`config.mk`:
```
export PLATFORM = sky130hd
export DESIGN_NAME = mem_port_arbiter
export DESIGN_NICKNAME = d
export VERILOG_FILES = /design/src/rtl/mem_port_arbiter.sv
export SDC_FILE = /design/constraint.sdc
export NUM_CORES = 1
export LEC_CHECK = 0
export ABC_AREA = 1
export BUFFER_PORTS_ARGS = -buffer_cell sky130_fd_sc_hd__buf_4
export CAP_MARGIN = 20
export CORE_AREA = 2 2 106 108
export CTS_BUF_LIST = sky130_fd_sc_hd__clkbuf_8
export DETAILED_ROUTE_END_ITERATION = 6
export DIE_AREA = 0 0 108 110
export HOLD_SLACK_MARGIN = 0.03
export MAX_ROUTING_LAYER = met4
export PLACE_DENSITY = 0.83
export SLEW_MARGIN = 0
export SYNTH_ARGS = -nofsm -noshare
export SYNTH_HDL_FRONTEND = slang
export SYNTH_SLANG_ARGS = --single-unit
```
`constraint.sdc`:
```
create_clock -name clk -period 1.2 [get_ports clk]
set_input_delay 0.18 -clock clk [delete_from_list [all_inputs] [get_ports clk]]
set_output_delay 0.18 -clock clk [all_outputs]
set_load 0.01 [all_outputs]
```
`src/rtl/mem_port_arbiter.sv`:
```
`default_nettype none
// ============================================================================
//  Module   : mem_port_arbiter
//  Purpose  : Shares one single-outstanding memory port between an instruction
//             fetch requester and a data (load/store) requester. Data wins by
//             default; a streak counter bounds how long a waiting fetch can be
//             starved. A pipeline flush cancels an in-flight fetch, whose
//             memory handshake is still drained before the port is reused.
//  Revision : 1.0 - initial release
// ============================================================================
module mem_port_arbiter #(
  parameter int MAX_STREAK = 4
) (
  input  logic        clk,
  input  logic        reset,
  // instruction fetch port
  input  logic        i_req,
  input  logic [31:0] i_addr,
  output logic [31:0] i_rdata,
  output logic        i_ready,
  input  logic        flush,
  // data port
  input  logic        d_req,
  input  logic [31:0] d_addr,
  input  logic [3:0]  d_we,
  input  logic [31:0] d_wdata,
  output logic [31:0] d_rdata,
  output logic        d_ready,
  // shared memory port
  output logic        m_req,
  output logic [31:0] m_addr,
  output logic [3:0]  m_we,
  output logic [31:0] m_wdata,
  input  logic [31:0] m_rdata,
  input  logic        m_ack
);

  localparam int              SW         = $clog2(MAX_STREAK) + 1;
  localparam logic [SW-1:0]   STREAK_MAX = SW'(MAX_STREAK);
  localparam logic [SW-1:0]   STREAK_ONE = SW'(1);

  typedef enum logic [1:0] {
    IDLE    = 2'd0,
    I_BUSY  = 2'd1,
    D_BUSY  = 2'd2,
    I_DRAIN = 2'd3
  } state_t;

  state_t        state;
  logic [SW-1:0] streak;
  logic          grant_fetch;
  logic          grant_data;

  // Arbitration in IDLE: data first while the streak allows it, then an
  // unflushed fetch, then data anyway so the port never idles with work queued.
  always_comb begin
    grant_fetch = i_req && !flush && !(d_req && (streak < STREAK_MAX));
    grant_data  = d_req && !grant_fetch;
  end

  // Main FSM: grants load the registered memory request, which is held until
  // the m_ack cycle and dropped on the following edge (forcing one IDLE cycle).
  always_ff @(posedge clk) begin
    if (reset) begin
      state   <= IDLE;
      streak  <= '0;
      m_req   <= 1'b0;
      m_addr  <= 32'd0;
      m_we    <= 4'd0;
      m_wdata <= 32'd0;
    end else begin
      case (state)
        IDLE: begin
          if (grant_data) begin
            state   <= D_BUSY;
            m_req   <= 1'b1;
            m_addr  <= d_addr;
            m_we    <= d_we;
            m_wdata <= d_wdata;
            // Only count grants that actually made a fetch wait.
            if (i_req) begin
              if (streak != STREAK_MAX) streak <= streak + STREAK_ONE;
            end else begin
              streak <= '0;
            end
          end else if (grant_fetch) begin
            state   <= I_BUSY;
            m_req   <= 1'b1;
            m_addr  <= i_addr;
            m_we    <= 4'd0;
            m_wdata <= 32'd0;
            streak  <= '0;
          end
        end
        I_BUSY: begin
          if (m_ack) begin
            state <= IDLE;
            m_req <= 1'b0;
          end else if (flush) begin
            // Memory still owes us an ack; wait for it silently.
            state <= I_DRAIN;
          end
        end
        D_BUSY, I_DRAIN: begin
          if (m_ack) begin
            state <= IDLE;
            m_req <= 1'b0;
          end
        end
        default: begin
          state <= IDLE;
          m_req <= 1'b0;
        end
      endcase
    end
  end

  // Completion pulses follow m_ack in the owning state; a flush on the ack
  // cycle kills the fetch response.
  always_comb begin
    i_ready = (state == I_BUSY) && m_ack && !flush;
    d_ready = (state == D_BUSY) && m_ack;
    i_rdata = m_rdata;
    d_rdata = m_rdata;
  end

endmodule
`default_nettype wire
```
==> results.json <==
{
  "status": "complete, but fails checks",
  "violations": "negative setup slack",
  "post-route-min-period_ps": 1430,
  "vdd_drop_max_mv": 0.968,
  "clk_latency_ps": 340,
  "synth_top_family_by_area": "simple AND/OR/NAND/NOR gates",
  "start_kind": "flip-flop",
  "critPathArrivalTime_ps": 1250,
  "ys.warnings.count": 0,
  "maxCapViolCount": 0,
  "syn_inst": 555,
  "antenna_found_initial": 0,
  "grt_max_degree": 34,
  "tritoncts": "yes",
  "cts_buffer_depth": 2,
  "die_h_um": 110,
  "synth_mux_area_share_pct": 0,
  "nNetsFinal": 840,
  "worstMarginPinSlew_ps": 330,
  "met1_usage_pct": 20.4,
  "synth-adder-area-share_pct": 0.659,
  "finalSetupViolCount": 76,
  "drt_iter0_markers": 175,
  "grt_overflow_total": 0,
  "cp_cell_sequence": "buf_6, nor4_4, buf_4",
  "grt_pass1_wl_mm": 16.4,
  "wl_per_cell_um": 14.4,
  "finish.utilization_pct": 56.8,
  "yosysTopAreaCellShare_pct": 39.0,
  "cpMaxStageDelayCell": "dfxtp_2",
  "cts_made_buffers": 9,
  "holdBufCountCts": 0,
  "drc": 0,
  "cp_max_fo": 3,
  "path_buf_inv": 2,
  "gp_congestion": 0.786,
  "hold_viol": 0,
  "synth-simple-area-share_pct": 31.8,
  "first_pass_iters": 4,
  "synth-seq-cells": 74,
  "end_kind": "output port",
  "dieArea_mm2": 0.0119,
  "max_stage_delay_ps": 330,
  "skew_ps": 11.0,
  "antenna_left": 0,
  "synth_fp_nets": 695,
  "cts_root_buf": "clkbuf_8",
  "antenna_cells": 0,
  "use_met2_pct": 29.8,
  "rsz0062_at_grt": "yes",
  "final_max_slew_viol_count": 0,
  "vias": 3836,
  "grt_pass1_vias": 3500,
  "critical_path_class": "reg -> out",
  "critical-path-top-delay-family": "flip-flops",
  "cts.sink_count": 74,
  "synth_area_leaders": "dfxtp_1 39%, nand2_1 18%, buf_4 14%, nor2_1 6.9%, a21oi_1 5.4%",
  "leakage_uw": 0.00305,
  "via_per_inst": 4.54,
  "layout_setup_ws_ps": -233,
  "avgSynthCellArea_um2": 6.84,
  "io_buffers": 176,
  "start_util_pct": 35.5,
  "grt_busiest_layer": "met2",
  "dp_cells": 799,
  "synth_area_mm2": 0.00380,
  "syn_to_final_growth_pct": 59.9,
  "max_freq_ghz": 0.698,
  "finalNonFillerCells": 845,
  "power.density_mw_per_mm2": 1940,
  "drt_wl_total_mm": 12.1,
  "grt_use_total_pct": 18.0,
  "yosysSeqAreaShare_pct": 39.0,
  "detailed_place_hpwl_mm": 6.83,
  "clkSlewWorstSetupHoldPaths_ps": 80,
  "rows": 38,
  "die_x_um": 108,
  "hp-class": "in -> reg",
  "ios": 273,
  "met3_usage_pct": 5.41,
  "core_area_mm2": 0.0107,
  "drive_gt1_share_pct": 49.1,
  "required_ps": 1020,
  "num-fill-cells": 951,
  "synth_top_area_cell": "dfxtp_1",
  "synth-xor-area-share_pct": 0,
  "htree_num_levels": 3,
  "synth_compound_area_share_pct": 5.93,
  "period_share_pct": 119,
  "slew_headroom_pct": 78.0,
  "synth_cell_types": 25
}
## placed cells by master (no fill, tap or decap), types with 3 or more instances in the layout
master,Yosys,routed
buf_4,71,188
nand2_1,180,149
dfxtp_1,74,72
nor2_1,70,66
inv_1,43,40
a21oi_2,0,32
nand2_2,1,24
nand3_2,1,20
nand3_1,36,17
clkbuf_8,0,11
buf_12,0,11
nand2_4,1,9
a21oi_1,41,9
clkbuf_16,0,9
buf_16,0,7
buf_6,9,7
nor2_2,0,4
nand4_1,3,3
buf_8,0,3
## cell type report
type | instances | area (um2) | share of cell area, %
Multi-Input combinational cell | 343 | 1850 | 30.4
Timing Repair inverter | 1 | 11.3 | 0.185
Tap cell | 140 | 175 | 2.88
Clock inverter | 5 | 37.5 | 0.618
Inverter | 46 | 195 | 3.21
Timing Repair Buffer | 225 | 2170 | 35.8
Clock buffer | 11 | 151 | 2.49
Sequential cell | 74 | 1480 | 24.4
## worst paths after layout
kind | slack (ps) | depth (start not counted) | end | startpoint
max | -230 | 3 | i_ready | state[1]$_SDFFE_PP0P_
min | 90 | 3 | m_wdata[22]$_SDFFE_PP0P_ | d_wdata[22]
max reg2reg | -210 | 9 | m_wdata[17]$_SDFFE_PP0P_ | state[0]$_SDFFE_PP0P_
min reg2reg | 460 | 2 | m_wdata[10]$_SDFFE_PP0P_ | m_wdata[10]$_SDFFE_PP0P_
## synth_stat cells (all sizes together)
master  number
a21oi       41
buf         85
clkbuf       7
clkinv       1
dfxtp       74
ha           2
inv         45
nand2      182
nand3       37
nand4        3
nor2        72
nor3         1
nor4         1
o21ai        4
## cell families after synthesis
group,count (synthesis)
fa+ha+maj,2
simple gates,296
buf+inv,138
flops,74
compound gates,45
## state kept, by name, summed over array words and instances, names as in the netlist
name and cells:
m_we 4, state 2, m_addr 32, m_wdata 32
m_req 1, streak 3
## per-stage QoR
step | setup slack, ps | area [um2] | setup TNS (ps) | hold WS, ps | power (uW)
3_5_place_dp | -42.1 | 4820 | -437 | 360 | 7140
3_3_place_gp | -8.35 | 4820 | -12.1 | 360 | 7060
2_1_floorplan | 70.0 | 3800 | 0 | 323 | 5780
6_report | -233 | 6070 | -11260 | 85.3 | 11800
4_1_cts | -197 | 5430 | -9650 | 66.5 | 10400
5_1_grt | -312 | 6070 | -16090 | 65.7 | 12500
## power by group
part / switching (uW) / internal, uW
sequential: 316 / 3030
clock: 960 / 871
combinational: 3050 / 3550
## routing by layer
metal	part of all wire (%)	wire, um	vias up
met4	2.3	283	0
met3	7.3	891	30
met5	0	0	-
met2	49	5990	161
met1	41	4970	1718
li1	-	-	1927
## worst register-to-register path, stage by stage, from the launching register on
cell,delay (ps)
dfxtp_2,320
buf_4,130
nor2_4,150
buf_6,130
inv_6,40
nor2_8,110
buf_12,150
clkbuf_16,160
nand2_1,50
a21oi_1,120
## timing repair
item / 4_1_cts / 5_1_grt
cloned: 8 / 12
endpoints found under the hold margin: 0 / 0
endpoints found under the setup margin: 25 / 76
pin swaps: 9 / 46
resized for setup: 35 / 114
setup buffers: 9 / 5
No activity file was read; power rests on OpenSTA's default activity.
